$ cat src/rtl/wb_pkg.sv
// rtl/wb_pkg.sv - shared codes and types for the writeback unit
//
// Purpose: load-type and reg-dst encodings, FSM state enum and the fixed
// register numbers used by wb_writeback_unit and load_align.
// Ports: none (package).

package wb_pkg;

  // in_load_type encodings; 101..111 are illegal
  localparam logic [2:0] LT_LW  = 3'b000;
  localparam logic [2:0] LT_LH  = 3'b001;
  localparam logic [2:0] LT_LHU = 3'b010;
  localparam logic [2:0] LT_LB  = 3'b011;
  localparam logic [2:0] LT_LBU = 3'b100;

  // in_reg_dst encodings
  localparam logic [1:0] RD_RT      = 2'b00;
  localparam logic [1:0] RD_RD      = 2'b01;
  localparam logic [1:0] RD_LINK    = 2'b10;
  localparam logic [1:0] RD_ILLEGAL = 2'b11;

  localparam logic [4:0] REG_ZERO = 5'd0;
  localparam logic [4:0] REG_RA   = 5'd31;

  typedef enum logic [0:0] {
    S_IDLE     = 1'b0,
    S_WAIT_MEM = 1'b1
  } wb_state_t;

endpackage

$ cat src/rtl/load_align.sv
// rtl/load_align.sv - big-endian load data extraction and alignment check
//
// Purpose: selects the addressed byte/halfword/word of a big-endian memory
// word, sign- or zero-extends it, and flags misaligned or unknown loads.
// Ports:
//   i_rdata     in  32  memory word (byte 0 = bits 31:24)
//   i_offset    in  2   byte offset within the word
//   i_load_type in  3   load type code (wb_pkg LT_*)
//   o_data      out 32  aligned, extended result
//   o_bad       out 1   misaligned access or illegal load type

module load_align
  import wb_pkg::*;
(
  input  logic [31:0] i_rdata,
  input  logic [1:0]  i_offset,
  input  logic [2:0]  i_load_type,
  output logic [31:0] o_data,
  output logic        o_bad
);

  logic [15:0] w_half;
  logic [7:0]  w_byte;

  always_comb begin
    w_half = i_offset[1] ? i_rdata[15:0] : i_rdata[31:16];
    case (i_offset)
      2'd0:    w_byte = i_rdata[31:24];
      2'd1:    w_byte = i_rdata[23:16];
      2'd2:    w_byte = i_rdata[15:8];
      default: w_byte = i_rdata[7:0];
    endcase
  end

  always_comb begin
    o_data = 32'h0;
    o_bad  = 1'b0;
    case (i_load_type)
      LT_LW: begin
        o_data = i_rdata;
        o_bad  = (i_offset != 2'b00);
      end
      LT_LH: begin
        o_data = {{16{w_half[15]}}, w_half};
        o_bad  = i_offset[0];
      end
      LT_LHU: begin
        o_data = {16'h0, w_half};
        o_bad  = i_offset[0];
      end
      LT_LB:  o_data = {{24{w_byte[7]}}, w_byte};
      LT_LBU: o_data = {24'h0, w_byte};
      default: o_bad = 1'b1;
    endcase
  end

endmodule

$ cat src/rtl/wb_writeback_unit.sv
// rtl/wb_writeback_unit.sv - writeback stage driving the register-file write port
//
// Purpose: retires one instruction per handshake. ALU/link results are
// written one cycle after acceptance; loads wait for the memory response,
// are aligned by load_align and then written. Writes to $0 are suppressed
// when ZERO_GUARD is set; illegal, misaligned or timed-out loads pulse err.
// Ports:
//   clk, rst                 clock, synchronous active-high reset
//   in_valid / in_ready      MEM-stage handshake
//   in_reg_write, in_reg_dst, in_rt, in_rd     destination selection
//   in_mem_to_reg, in_load_type                result source / load kind
//   in_alu_result, in_pc_plus4                 ALU/address and link value
//   mem_rvalid, mem_rdata    load response (single-cycle pulse)
//   rf_wr_en/addr/data       registered register-file write port
//   busy                     waiting on memory
//   err                      one-cycle error pulse

module wb_writeback_unit
  import wb_pkg::*;
#(
  parameter int TIMEOUT    = 16,
  parameter int ZERO_GUARD = 1
) (
  input  logic        clk,
  input  logic        rst,
  input  logic        in_valid,
  output logic        in_ready,
  input  logic        in_reg_write,
  input  logic [1:0]  in_reg_dst,
  input  logic [4:0]  in_rt,
  input  logic [4:0]  in_rd,
  input  logic        in_mem_to_reg,
  input  logic [2:0]  in_load_type,
  input  logic [31:0] in_alu_result,
  input  logic [31:0] in_pc_plus4,
  input  logic        mem_rvalid,
  input  logic [31:0] mem_rdata,
  output logic        rf_wr_en,
  output logic [4:0]  rf_wr_addr,
  output logic [31:0] rf_wr_data,
  output logic        busy,
  output logic        err
);

  localparam int CNT_W = (TIMEOUT > 2) ? $clog2(TIMEOUT) : 1;
  localparam logic [CNT_W-1:0] CNT_LAST = CNT_W'(TIMEOUT - 1);
  localparam bit GUARD = (ZERO_GUARD != 0);

  wb_state_t        r_state;
  wb_state_t        w_state_nx;
  logic [CNT_W-1:0] r_cnt;
  logic [CNT_W-1:0] w_cnt_nx;

  // Load context captured at acceptance
  logic [4:0]  r_dst_addr;
  logic        r_dst_ok;
  logic [2:0]  r_load_type;
  logic [1:0]  r_offset;
  logic        w_capture;

  logic        r_wr_en;
  logic [4:0]  r_wr_addr;
  logic [31:0] r_wr_data;
  logic        r_err;
  logic        w_wr_en_nx;
  logic [4:0]  w_wr_addr_nx;
  logic [31:0] w_wr_data_nx;
  logic        w_err_nx;

  logic [4:0]  w_dst_addr;
  logic        w_dst_ok;
  logic [31:0] w_alu_data;

  logic [31:0] w_al_rdata;
  logic [1:0]  w_al_offset;
  logic [2:0]  w_al_type;
  logic [31:0] w_al_data;
  logic        w_al_bad;

  // Destination decode for the instruction currently presented
  always_comb begin
    case (in_reg_dst)
      RD_RT:   w_dst_addr = in_rt;
      RD_RD:   w_dst_addr = in_rd;
      RD_LINK: w_dst_addr = REG_RA;
      default: w_dst_addr = REG_ZERO;
    endcase
    w_dst_ok   = in_reg_write && (in_reg_dst != RD_ILLEGAL) &&
                 !(GUARD && (w_dst_addr == REG_ZERO));
    w_alu_data = (in_reg_dst == RD_LINK) ? in_pc_plus4 : in_alu_result;
  end

  // One aligner serves both jobs: in IDLE it checks the incoming load's
  // type/offset against dummy data; in WAIT_MEM it aligns the response
  // using the captured type/offset.
  always_comb begin
    if (r_state == S_WAIT_MEM) begin
      w_al_rdata  = mem_rdata;
      w_al_offset = r_offset;
      w_al_type   = r_load_type;
    end else begin
      w_al_rdata  = 32'h0;
      w_al_offset = in_alu_result[1:0];
      w_al_type   = in_load_type;
    end
  end

  load_align u_align (
    .i_rdata     (w_al_rdata),
    .i_offset    (w_al_offset),
    .i_load_type (w_al_type),
    .o_data      (w_al_data),
    .o_bad       (w_al_bad)
  );

  // Next-state and next-output logic
  always_comb begin
    w_state_nx   = r_state;
    w_cnt_nx     = r_cnt;
    w_capture    = 1'b0;
    w_wr_en_nx   = 1'b0;
    w_wr_addr_nx = r_wr_addr;
    w_wr_data_nx = r_wr_data;
    w_err_nx     = 1'b0;
    case (r_state)
      S_IDLE: begin
        if (in_valid) begin
          if (!in_mem_to_reg) begin
            if (w_dst_ok) begin
              w_wr_en_nx   = 1'b1;
              w_wr_addr_nx = w_dst_addr;
              w_wr_data_nx = w_alu_data;
            end
          end else if (w_al_bad) begin
            w_err_nx = 1'b1;
          end else begin
            w_state_nx = S_WAIT_MEM;
            w_cnt_nx   = '0;
            w_capture  = 1'b1;
          end
        end
      end
      S_WAIT_MEM: begin
        if (mem_rvalid) begin
          w_state_nx = S_IDLE;
          if (r_dst_ok) begin
            w_wr_en_nx   = 1'b1;
            w_wr_addr_nx = r_dst_addr;
            w_wr_data_nx = w_al_data;
          end
        end else if (r_cnt == CNT_LAST) begin
          w_state_nx = S_IDLE;
          w_err_nx   = 1'b1;
        end else begin
          w_cnt_nx = r_cnt + CNT_W'(1);
        end
      end
      default: w_state_nx = S_IDLE;
    endcase
  end

  always_ff @(posedge clk) begin
    if (rst) begin
      r_state     <= S_IDLE;
      r_cnt       <= '0;
      r_dst_addr  <= REG_ZERO;
      r_dst_ok    <= 1'b0;
      r_load_type <= LT_LW;
      r_offset    <= 2'b00;
      r_wr_en     <= 1'b0;
      r_wr_addr   <= REG_ZERO;
      r_wr_data   <= 32'h0;
      r_err       <= 1'b0;
    end else begin
      r_state   <= w_state_nx;
      r_cnt     <= w_cnt_nx;
      r_wr_en   <= w_wr_en_nx;
      r_wr_addr <= w_wr_addr_nx;
      r_wr_data <= w_wr_data_nx;
      r_err     <= w_err_nx;
      if (w_capture) begin
        r_dst_addr  <= w_dst_addr;
        r_dst_ok    <= w_dst_ok;
        r_load_type <= in_load_type;
        r_offset    <= in_alu_result[1:0];
      end
    end
  end

  assign in_ready   = (r_state == S_IDLE);
  assign busy       = (r_state == S_WAIT_MEM);
  assign rf_wr_en   = r_wr_en;
  assign rf_wr_addr = r_wr_addr;
  assign rf_wr_data = r_wr_data;
  assign err        = r_err;

endmodule

$ cat config.mk
export PLATFORM = sky130hd
export DESIGN_NAME = wb_writeback_unit
export DESIGN_NICKNAME = d
export VERILOG_FILES = /design/src/rtl/wb_pkg.sv /design/src/rtl/load_align.sv /design/src/rtl/wb_writeback_unit.sv
export SDC_FILE = /design/constraint.sdc
export NUM_CORES = 1
export LEC_CHECK = 0
export ABC_AREA = 1
export BUFFER_PORTS_ARGS = -buffer_cell sky130_fd_sc_hd__buf_2
export CAP_MARGIN = 10
export CORE_ASPECT_RATIO = 1.1
export CORE_MARGIN = 5
export CORE_UTILIZATION = 45
export CTS_CLUSTER_SIZE = 25
export DETAILED_ROUTE_END_ITERATION = 8
export HOLD_SLACK_MARGIN = 0.03
export PLACE_DENSITY = 0.77
export SLEW_MARGIN = 20
export SYNTH_ARGS = -nofsm -noshare
export SYNTH_HDL_FRONTEND = slang
export SYNTH_SLANG_ARGS = --single-unit
$ cat constraint.sdc
create_clock -name clk -period 1.4 [get_ports clk]
set_input_delay 0.21 -clock clk [delete_from_list [all_inputs] [get_ports clk]]
set_output_delay 0.21 -clock clk [all_outputs]
set_load 0.01 [all_outputs]
==> summary.md, run 1 <==
| Metric | Value |
|---|---|
| Maximum vdd drop | around 0.45 mV |
| Worst endpoint required time | between 1.5 and 2 ns |
| Part of the Yosys area used for sequential elements | 26.6% |
| Final Instance Count excl. Fillers | 1008 |
| Die footprint | 11200 um2 |
| Dpl cells | approximately 980 |
| CP max FO | 12 |
| Cell Pwr Density | ~740 nW/um2 |
| Fin Setup TNS | -12.51 ns |
| Max Buffers Root-to-Sink | 2 |
| Final GP Congestion | approximately 0.95 |
| Maximum clock rate | ~570 MHz |
| Yosys reg bits | 55 |
| Startpoint class of the critical path | flip-flop |
| Vias in the first global route | 5309 |
| Drt total wl | roughly 16 mm |
| CORE AREA | 8920 um2 |
| Max-slew headroom | 81.2% |
| Crit Reg-Reg Startpoint | busy |
| Period Utilization, post-route | 125% |
| Worst Tran Pin Value | 0.280 ns |
| H-tree depth | 2 |
| Hold crit path type | input pin to flip-flop |
| Critical path type | flip-flop to flip-flop |
| Distinct cells, synth | 32 |
| I/O Pins | 158 |
| Largest net degree at the start of global routing | 34 |
| Unrepaired setup endpoints after global routing | true |
| Area growth syn-to-layout | 44.4% |
| Die X | 101 um |
| DR DRC count | 0 |
| Initial antenna violation count | 0 |
| GRT Overall Usage | 26.2% |
| Failing checks | setup timing |
| Worst setup margin | -0.345 ns |
| Min-delay src | rst |
| Critical Path End Type | flip-flop |
| Remaining global-route overflow | 0 |
| Hold buffers post-CTS | 0 |
| Initial Util | 46.4% |
| Worst Path Arrival | 1.97 ns |
| Routed len/inst | 15.7 um |
| Cell row count | 36 |
| Critical Path Source | busy |
| Vias/cell | 5.38 |
| Syn avg cell area | around 5.9 um2 |
| R2r setup slk | -0.35 ns |
| Sink Count | between 50 and 60 |
| 1st-pass router iterations | 5 |
| Setup violations, final | 54 |
| Mapped Nets | 817 |
| Reg2Reg Depth | 11 |
| Reg-to-reg endpoint | rf_wr_data[16] |
| Worst Skew | 0.00610 ns |
| Dpl ws | -0.316 ns |
| Max_cap viols | 0 |
| Final #Nets | 1011 |
| Post-Synthesis Cell Area | 4140 um2 |
| 1st-iter DRT viols | 366 |
| Root buf cell | clkbuf_8 |
| Yosys warns | 0 |
| Die Ht | 111 um |
| Leakage power total | approximately 0.0030 uW |
| Max Transition Viols Final | 0 |
| Worst-path clk slew | between 0.1 and 0.15 ns |
| Hold_ws | ~0.12 ns |
| Clock latency on the worst-skew pair | 0.31 ns |
| Total CTS buffers | 5 |
| Syn Inst Count | 699 |
| Number of diodes | 0 |
| Worst Hold Endpoint | busy |
| Post-DP HPWL | 11.1 mm |
| First-pass GRT wire length | 24.3 mm |
| Vias | between 5000 and 6000 |
| Share of cells above drive strength 1 | between 30% and 40% |
| Hold Path Stages | 2 |
| Hold Vio Cnt, Final | 0 |
| Port bufs | 157 |
| Period minus WS final | 1.75 ns |
| Status | finished with violations |
| TritonCTS clock tree | done |
| Post-route ant nets | 0 |
-- per-layer routing --
| layer | track usage, % | vias up | part of all wire [%] | routed length (um) |
|---|---|---|---|---|
| met4 | 10.1 | 0 | 3.7 | 586 |
| met2 | 45.0 | 295 | 48 | 7550 |
| met3 | 5.30 | 69 | 10 | 1630 |
| met1 | 31.4 | 2428 | 38 | 6010 |
| met5 | 0 | - | 0 | 0 |
| li1 | - | 2628 | - | - |
-- worst max-delay path, stage by stage, from the launching register on --
cell and delay, ns:
dfxtp_4 0.44, inv_8 0.07, nand2_1 0.13, nand2_4 0.10, inv_4 0.11, nand3_4 0.17, nand3_4 0.17, nand3_1 0.09
nand2_1 0.07, nand2_1 0.08, nor2_1 0.16, nor2_1 0.06
-- cell type report --
| cell class | instances | area (um2) |
|---|---|---|
| clock buffer | 5 | 68.8 |
| clock inverter | 3 | 18.8 |
| fill | 803 | 2940 |
| inverter | 53 | 219 |
| multi-input combinational | 554 | 2950 |
| sequential | 55 | 1100 |
| tap | 114 | 143 |
| timing repair buffer | 224 | 1470 |
-- stage by stage --
| stage | utilization (%) | total power (uW) | cell area (um2) |
|---|---|---|---|
| 2_1_floorplan | - | 2630 | 4220 |
| 3_3_place_gp | 60.1 | 3170 | 5360 |
| 3_5_place_dp | 60.1 | 3200 | 5360 |
| 4_1_cts | 65.1 | 4300 | 5810 |
| 5_1_grt | 67.0 | 4650 | 5970 |
| 6_report | 67.0 | 4410 | 5970 |
-- Yosys cell counts --
library cell,n,area share (%)
a21oi_1,14,1.7
clkbuf_1,16,1.5
inv_1,47,4.3
dfxtp_1,55,27
nand2_1,216,20
nor2_2,1,0.15
nand3_4,1,0.42
ha_1,1,0.30
or2_2,29,4.4
nand4_4,1,0.51
nor2_1,114,10
buf_4,5,0.91
a31oi_1,8,1.2
nand2_4,5,1.4
nand3_2,3,0.73
buf_6,6,1.6
and2_1,4,0.60
nand3b_1,1,0.18
inv_2,6,0.54
xor2_1,1,0.21
nor3_1,1,0.12
nor2_4,1,0.27
nand2_2,14,2.1
a21oi_4,1,0.39
o211ai_1,31,5.6
o21ai_0,47,5.7
buf_1,2,0.18
nand3_1,38,4.6
a21boi_0,1,0.18
buf_2,12,1.5
o21ai_1,15,1.8
a21oi_2,2,0.42
-- cells by family after synthesis --
group | Yosys count | synth area share, %
DFF | 55 | 26.6
buffers and inverters | 94 | 10.4
and+or+nand+nor | 429 | 45.4
xor gates and xnor gates | 1 | 0.212
AOI/OAI and AO/OA | 119 | 17.0
adders and majority gates | 1 | 0.302
-- registers in the layout, indices dropped and copies added (netlist names) --
signal       count
busy             1
r_dst_ok         1
r_offset         2
rf_wr_en         1
rf_wr_addr       5
err              1
r_dst_addr       5
r_cnt            4
r_load_type      3
rf_wr_data      32
-- how the worst max path moves through the flow --
stage | end | depth (start not counted)
2_1_floorplan | r_cnt[2] | 12
3_3_place_gp | rf_wr_data[3] | 13
3_5_place_dp | rf_wr_data[3] | 13
4_1_cts | r_cnt[2] | 11
5_1_grt | rf_wr_data[1] | 12
6_report | rf_wr_data[16] | 11
-- power by group --
group	switching, uW	internal (uW)	leakage (uW)
logic	1000	762	0.00252
clock network	578	355	0.0000483
registers	52.1	1660	0.000450
-- cell usage in the layout, fill, tap and decap left out, types with 2 or more instances in the layout --
cell / count
clkbuf_16: 2
clkinv_2: 2
inv_2: 2
o211ai_1: 31
o21ai_0: 37
a31oi_1: 8
clkbuf_8: 5
nand4_4: 2
buf_2: 157
nand2_1: 193
buf_12: 5
nand3_2: 6
and2_1: 4
buf_4: 47
nor2_4: 2
a21oi_1: 7
buf_6: 10
dfxtp_1: 54
nand2_4: 15
o21ai_1: 25
or2_2: 29
a21oi_2: 9
nor2_1: 109
inv_1: 46
inv_6: 2
nand2_2: 23
nand2_8: 4
buf_16: 2
inv_4: 3
nand3_4: 8
nor2_2: 5
nand3_1: 31
-- what timing repair did --
item / CTS / global route
resized for setup: 54 / 28
pin swaps: 15 / 11
endpoints found under the setup margin: 55 / 56
endpoints found under the hold margin: 0 / 0
setup buffers: 7 / 1
gates cloned: 7 / 2
Power figures use the tool's default switching activity.
==> run 2: changes to the inputs <==
Settings changed: ABC_AREA 1 to default, CORE_UTILIZATION 45 to 44.
==> summary.md, run 2 <==
| Metric | Value |
|---|---|
| Worst setup margin | -0.516 ns (was -0.345 ns) |
| Hold Vio Cnt, Final | 0 (unchanged) |
| I/O Pins | 158 (unchanged) |
| Register share of total power | 41.6% (was 38.8%) |
| Yosys warns | 0 (unchanged) |
| Top-area cell type share of the netlist area | 28.9% (was 26.6%) |
| Worst Tran Pin Value | 0.439 ns (was 0.280 ns) |
| Largest net degree at the start of global routing | 38 (was 34) |
| Synth area leader | dfxtp_1 (unchanged) |
| Maximum clock rate | 522 MHz (was 573 MHz) |
| Logic pwr share | 32.0% (was 40.1%) |
| Final GP Congestion | 0.905 (was 0.950) |
| Async SR Flop Fraction | 0% (unchanged) |
| Area growth syn-to-layout | 46.9% (was 44.4%) |
| Max Buffers Root-to-Sink | 2 (unchanged) |
| Internal power | 2760 uW (was 2770 uW) |
| CORE AREA | 8410 um2 (was 8920 um2) |
| Register area | 1100 um2 (unchanged) |
| Fillcell total | 683 (was 803) |
| TritonCTS clock tree | done (unchanged) |
| Syn Inst Count | 426 (was 699) |
| CP max FO | 7 (was 12) |
| Worst Skew | 0.0102 ns (was 0.00610 ns) |
| Vias in the first global route | 4277 (was 5309) |
| Part of the Yosys area used for sequential elements | 28.9% (was 26.6%) |
| Die X | 98.7 um (was 101 um) |
| Drt total wl | 14.6 mm (was 15.8 mm) |
| Worst Hold Endpoint | r_load_type[2] (was busy) |
| Remaining global-route overflow | 0 (unchanged) |
| Max Transition Viols Final | 0 (unchanged) |
| Syn avg cell area | 8.94 um2 (was 5.92 um2) |
| Crit-path max cell delay | 0.44 ns (about the same) |
| Total CTS buffers | 5 (unchanged) |
| Failing checks | setup timing (unchanged) |
| Min-delay src | in_load_type[2] (was rst) |
| Fin Setup TNS | -22.90 ns (was -12.51 ns) |
| Startpoint class of the critical path | flip-flop (unchanged) |
| Distinct cells, synth | 60 (was 32) |
| Top cells by count, synth | mux2i_1, dfxtp_1, a21oi_1 (was nand2_1, nor2_1, dfxtp_1) |
| Die footprint | 10600 um2 (was 11200 um2) |
| Hold Path Stages | 3 (was 2) |
| Port bufs | 157 (unchanged) |
| Maximum vdd drop | 0.543 mV (was 0.447 mV) |
| Post-Synthesis Cell Area | 3810 um2 (was 4140 um2) |
| Vias/cell | 6.05 (was 5.38) |
| Routed len/inst | 19.8 um (was 15.7 um) |
| Post-route ant nets | 0 (unchanged) |
| Unrepaired setup endpoints after global routing | true (unchanged) |
| Sw power | 1270 uW (was 1640 uW) |
| Critical Path End Type | flip-flop (unchanged) |
| Initial antenna violation count | 1 (was 0) |
| Vias | 4450 (was 5420) |
| Root buf cell | clkbuf_8 (unchanged) |
| Post-DP HPWL | 10.8 mm (was 11.1 mm) |
| Die Ht | 108 um (was 111 um) |
| Worst-path clk slew | 0.11 ns (about the same) |
| Dpl cells | 719 (was 984) |
| Synth Flop Type | dfxtp_1 (unchanged) |
| Worst Path Arrival | 2.13 ns (was 1.97 ns) |
| Final #Nets | 742 (was 1011) |
| Number of diodes | 0 (unchanged) |
| Most common cell after layout, fill and taps aside | buf_2 (was nand2_1) |
| Clock latency on the worst-skew pair | 0.32 ns (was 0.31 ns) |
| Period Utilization, post-route | 137% (was 125%) |
| Post-layout util | 66.5% (was 67.0%) |
| Cell row count | 35 (was 36) |
| Top delay family on crit path | multiplexers (was simple AND/OR/NAND/NOR gates) |
| Hold_ws | 0.151 ns (was 0.124 ns) |
| H-tree depth | 2 (unchanged) |
| Max-slew headroom | 70.8% (was 81.2%) |
| Period minus WS final | 1.92 ns (was 1.75 ns) |
| First-pass GRT wire length | 21.9 mm (was 24.3 mm) |
| Share of cells above drive strength 1 | 49.1% (was 38.5%) |
| Worst endpoint required time | 1.61 ns (was 1.62 ns) |
| GRT Overall Usage | 25.1% (was 26.2%) |
| Initial Util | 45.3% (was 46.4%) |
| Bufs and invs on worst path | 1 (was 2) |
| Largest register FFs | 32 (unchanged) |
| Mapped Nets | 544 (was 817) |
| Reg2Reg Depth | 6 (was 11) |
| Crit Reg-Reg Startpoint | busy (unchanged) |
| Leakage power total | 0.00252 uW (was 0.00302 uW) |
| Most common cell in the synthesized netlist | mux2i_1 (was nand2_1) |
| Cell Pwr Density | 721 nW/um2 (was 738 nW/um2) |
| DR DRC count | 0 (unchanged) |
| Yosys reg bits | 55 (unchanged) |
| R2r setup slk | -0.52 ns (was -0.35 ns) |
| Most frequent cells in the layout | buf_2, mux2i_1, dfxtp_1 (was nand2_1, buf_2, nor2_1) |
| Clock Power Share | 26.5% (was 21.2%) |
| Sink Count | 55 (unchanged) |
| Worst-path cell chain | mux2i_4, o21a_2, buf_12, mux2i_1, o22a_1, a21oi_1 (was inv_8, nand2_1, nand2_4, inv_4, nand3_4, nand3_4, nand3_1, nand2_1, nand2_1, nor2_1, nor2_1) |
| Final Instance Count excl. Fillers | 736 (was 1008) |
| Reg-to-reg endpoint | rf_wr_data[12] (was rf_wr_data[16]) |
| EDFF count, synth | 0 (unchanged) |
| Max_cap viols | 0 (unchanged) |
| Worst path slowest cell | dfxtp_4 (unchanged) |
| Synth top area cells | dfxtp_1, mux2i_1, a21oi_1 (was dfxtp_1, nand2_1, nor2_1) |
| Sw Ratio | 31.6% (was 37.1%) |
| Hold crit path type | input pin to flip-flop (unchanged) |
| Setup violations, final | 57 (was 54) |
| Multi-input logic area | 2640 um2 (was 2950 um2) |
| 1st-iter DRT viols | 387 (was 366) |
| Status | finished with violations (unchanged) |
| 1st-pass router iterations | 5 (unchanged) |
| Critical path type | flip-flop to flip-flop (unchanged) |
run 2: layout make-up:
type | count | share of cell area [%]
Clock buffer | 6 | 1.68
Clock inverter | 2 | 0.291
Tap cell | 111 | 2.48
Multi-Input combinational cell | 328 | 47.1
Sequential cell | 55 | 19.8
Inverter | 3 | 0.201
Timing Repair Buffer | 231 | 28.4
run 2: metal layers:
| layer | vias up | wire length (um) | track usage [%] |
|---|---|---|---|
| met2 | 291 | 7110 | 43.4 |
| li1 | 2049 | - | - |
| met3 | 35 | 1490 | 5.44 |
| met5 | - | 13 | 0 |
| met1 | 2073 | 5650 | 31.6 |
| met4 | 2 | 323 | 6.54 |
run 2: power by group through the flow:
stage,combinational [uW],clock (uW),sequential [uW]
finish,1290,1070,1680
global route,1370,1130,1680
CTS,1200,1070,1670
detailed placement,1160,0,1710
global placement,1120,0,1710
floorplan,617,0,1730
run 2: metrics by stage:
step | worst slack (ns) | cell area, um2 | total power [uW]
final | -0.516 | 5590 | 4030
after global routing | -0.563 | 5590 | 4180
after CTS | -0.480 | 5400 | 3950
after detailed placement | -0.527 | 5180 | 2860
after global placement | -0.455 | 5180 | 2830
after floorplan | -0.378 | 3880 | 2340
run 2: worst min-delay path: cells and delay by family:
kind | cells | cell delay (ns)
mux | 1 | 0.06
buf+inv | 1 | 0.10
simple gates | 1 | 0.07
run 2: worst max path at each step:
stage	startpoint	endpoint	slack, ns	cells after the start
4_1_cts	busy	rf_wr_data[23]	-0.48	6
6_report	busy	rf_wr_data[12]	-0.52	6
5_1_grt	busy	rf_wr_data[6]	-0.56	6
2_1_floorplan	busy	rf_wr_data[0]	-0.38	8
3_5_place_dp	busy	rf_wr_data[30]	-0.53	6
3_3_place_gp	busy	rf_wr_data[19]	-0.46	6
run 2: logic make-up after synthesis:
| group | count (synthesis) | share of synthesized area [%] |
|---|---|---|
| buffers and inverters | 43 | 6.51 |
| flip-flops | 55 | 28.9 |
| AND/OR/NAND/NOR | 94 | 12.6 |
| AO/OA/AOI/OAI | 160 | 31.9 |
| XOR/XNOR | 1 | 0.230 |
| multiplexers | 72 | 19.5 |
| adder cells (fa/ha/maj) | 1 | 0.329 |
run 2: what timing repair did:
item / 4_1_cts / 5_1_grt
pin swaps: 11 / 5
endpoints found under the setup margin: 57 / 57
cloned: 0 / 5
hold buffers: 0 / 0
gates resized for setup: 25 / 23
buffers inserted: 3 / 1
==> run 3: changes to the inputs <==
Settings changed: CORE_UTILIZATION 44 to 54, PLACE_DENSITY 0.77 to 0.87, SYNTH_HIERARCHICAL from default to 1.
Clock period 1.4 ns to 2.4 ns, I/O delays scaled along.
==> summary.md, run 3 <==
| Metric | Value |
|---|---|
| Status | complete, no violations (was finished with violations) |
| Syn avg cell area | 7.58 um2 (was 8.94 um2) |
| Final GP Congestion | 0.953 (was 0.905) |
| Largest register FFs | 32 (unchanged) |
| H-tree depth | 2 (unchanged) |
| Sink Count | 55 (unchanged) |
| Top cells by count, synth | nand2_1, a21oi_1, dfxtp_1 (was mux2i_1, dfxtp_1, a21oi_1) |
| Clock latency on the worst-skew pair | 0.31 ns (was 0.32 ns) |
| Post-Synthesis Cell Area | 4210 um2 (was 3810 um2) |
| Port bufs | 157 (unchanged) |
| Yosys warns | 6 (was 0) |
| Fillcell total | 641 (was 683) |
| Worst Tran Pin Value | 0.593 ns (was 0.439 ns) |
| Routed len/inst | 17.7 um (was 19.8 um) |
| 1st-iter DRT viols | 497 (was 387) |
| Most common cell after layout, fill and taps aside | buf_2 (unchanged) |
| Initial antenna violation count | 1 (unchanged) |
| Total power | 2140 uW (was 4030 uW) |
| Max-slew headroom | 60.5% (was 70.8%) |
| Maximum vdd drop | 0.250 mV (was 0.543 mV) |
| Vias | 4852 (was 4450) |
| I/O Pins | 158 (unchanged) |
| Period minus WS final | 2.32 ns (was 1.92 ns) |
| First-pass GRT wire length | 21.8 mm (was 21.9 mm) |
| Most frequent cells in the layout | buf_2, nand2_1, a21oi_1 (was buf_2, mux2i_1, dfxtp_1) |
| Post-DP HPWL | 10.5 mm (was 10.8 mm) |
| Unrepaired setup endpoints after global routing | true (unchanged) |
| Largest net degree at the start of global routing | 70 (was 38) |
| Yosys reg bits | 55 (unchanged) |
| Cell row count | 33 (was 35) |
| Worst-path cell chain | mux2_4, mux2i_1, mux2i_1, buf_4, buf_4, o21bai_4, a31oi_1, nand2_1, o21ai_0, o21ai_1, a21oi_1 (was mux2i_4, o21a_2, buf_12, mux2i_1, o22a_1, a21oi_1) |
| Hold crit path type | input pin to flip-flop (unchanged) |
| Max_cap viols | 0 (unchanged) |
| Async SR Flop Fraction | 0% (unchanged) |
| Worst setup margin | 0.0805 ns (was -0.516 ns) |
| Worst-path clk slew | 0.10 ns (was 0.11 ns) |
| Part of the Yosys area used for sequential elements | 26.1% (was 28.9%) |
| Dpl ws | 0.00769 ns (was -0.527 ns) |
| GRT Overall Usage | 27.8% (was 25.1%) |
| Startpoint class of the critical path | flip-flop (unchanged) |
| CP max FO | 13 (was 7) |
| Critical Path Source | busy (unchanged) |
| Drt total wl | 14.3 mm (was 14.6 mm) |
| Design area | 5360 um2 (was 5590 um2) |
| Most common cell in the synthesized netlist | nand2_1 (was mux2i_1) |
| Crit-path max cell delay | 0.46 ns (was 0.44 ns) |
| Post-Synth XOR/XNOR Area | 0.624% (was 0.230%) |
| Mapped Nets | 674 (was 544) |
| EDFF count, synth | 0 (unchanged) |
| Die Ht | 103 um (was 108 um) |
| Top delay family on crit path | multiplexers (unchanged) |
| Crit Reg-Reg Startpoint | busy (unchanged) |
| Post-synthesis mux area share | 14.9% (was 19.5%) |
| Adder-cell area share of the yosys netlist | 0.297% (was 0.329%) |
| Remaining global-route overflow | 0 (unchanged) |
| Initial Util | 56.1% (was 45.3%) |
| Worst endpoint required time | 2.60 ns (was 1.61 ns) |
| Synth Flop Type | dfxtp_1 (unchanged) |
| Synth area leader | dfxtp_1 (unchanged) |
| Hold Vio Cnt, Final | 0 (unchanged) |
| Critical path type | flip-flop to flip-flop (unchanged) |
| Synth Area in Simple Gates | 24.7% (was 12.6%) |
| Bufs and invs on worst path | 2 (was 1) |
| Vias in the first global route | 4570 (was 4277) |
| Total CTS buffers | 5 (unchanged) |
| Post-DP Area | 5120 um2 (was 5180 um2) |
| Final #Nets | 822 (was 742) |
| TritonCTS clock tree | done (unchanged) |
| Die footprint | 9670 um2 (was 10600 um2) |
| Distinct cells, synth | 49 (was 60) |
| DR DRC count | 0 (unchanged) |
| Min-delay src | in_alu_result[1] (was in_load_type[2]) |
| Root buf cell | clkbuf_8 (unchanged) |
| Compound-gate portion of the synthesized area | 26.2% (was 31.9%) |
| Vias/cell | 5.99 (was 6.05) |
| Max Transition Viols Final | 0 (unchanged) |
| Die X | 94.2 um (was 98.7 um) |
| Period Utilization, post-route | 96.6% (was 137%) |
| Worst path slowest cell | dfxtp_4 (unchanged) |
| CORE AREA | 7510 um2 (was 8410 um2) |
| Max Buffers Root-to-Sink | 2 (unchanged) |
| Top-area cell type share of the netlist area | 26.1% (was 28.9%) |
| Cell Pwr Density | 399 nW/um2 (was 721 nW/um2) |
| Share of cells above drive strength 1 | 32.6% (was 49.1%) |
| Syn Inst Count | 556 (was 426) |
| Area growth syn-to-layout | 27.2% (was 46.9%) |
| 1st-pass router iterations | 6 (was 5) |
| Post-route ant nets | 0 (unchanged) |
| Number of diodes | 0 (unchanged) |
| Largest family of logic cells by synthesized area | compound AO/OA/AOI/OAI gates (unchanged) |
| Worst Path Arrival | 2.52 ns (was 2.13 ns) |
| Synth top area cells | dfxtp_1, mux2i_1, a21oi_1 (unchanged) |
| Setup violations, final | 0 (was 57) |
| Worst Skew | 0.00723 ns (was 0.0102 ns) |
| Critical Path End Type | flip-flop (unchanged) |
| Maximum clock rate | 431 MHz (was 522 MHz) |
| Leakage power total | 0.00238 uW (was 0.00252 uW) |
run 3: changes by cell type after synthesis, moves of 17 or more:
cell      delta
o21ai_0     +42
and2_1      +36
nand2_1     +32
nand3_1     +29
mux2i_1     -27
o22ai_1     -24
o221a_2     -19
clkbuf_1    +18
nand2b_1    +17
o21ai_1     +17
run 3: timing repair:
action                                  CTS  global route
cloned                                    0             1
setup buffers                             1             8
gates resized for setup                   0             9
hold buffers                              0             0
endpoints found under the setup margin    2            37
run 3: path summary, 6_finish.rpt:
path                          to  slack, ns  cells after the start
setup / recovery  rf_wr_data[15]       0.08                     11
hold reg to reg    rf_wr_data[9]       0.47                      2
setup reg to reg  rf_wr_data[15]       0.08                     11
hold / removal       r_offset[1]       0.30                      3
run 3: power breakdown:
group / switching, uW / internal [uW]
logic: 300 / 259
clock network: 309 / 313
registers: 17.2 / 939
run 3: layer usage:
layer / GRT usage [%] / wire length, um
met1: 34.4 / 5580
met2: 49.2 / 7110
met3: 4.53 / 1230
met4: 9.11 / 400
met5: 0 / 7
run 3: logic make-up after synthesis:
kind of cell,count (synthesis)
XOR/XNOR,3
AO/OA/AOI/OAI,182
flip-flops,55
adder cells (fa/ha/maj),1
multiplexers,52
buffers and inverters,57
AND/OR/NAND/NOR,206
run 3: layout make-up:
| class | count | area [um2] | share of cell area, % |
|---|---|---|---|
| Clock inverter | 1 | 30.0 | 0.560 |
| Inverter | 3 | 11.3 | 0.210 |
| Sequential cell | 55 | 1100 | 20.6 |
| Clock buffer | 7 | 76.3 | 1.42 |
| Tap cell | 105 | 131 | 2.45 |
| Multi-Input combinational cell | 444 | 2870 | 53.6 |
| Timing Repair Buffer | 195 | 1130 | 21.2 |
run 3: through the flow:
step	utilization (%)	TNS [ns]	hold WS [ns]	std cells
6_report	71.3	0	0.301	810
4_1_cts	69.7	0	0.298	801
2_1_floorplan	-	-1.00	0.433	556
3_5_place_dp	68.1	0	0.449	792
5_1_grt	71.3	-0.0627	0.294	810
3_3_place_gp	68.1	0	0.438	792
run 3: worst register-to-register path, delay by kind of cell (launching register included):
kind,cells,cell delay [ns]
mux,3,0.81
compound gates,5,0.56
flops,1,0.46
buf+inv,2,0.30
simple gates,1,0.08
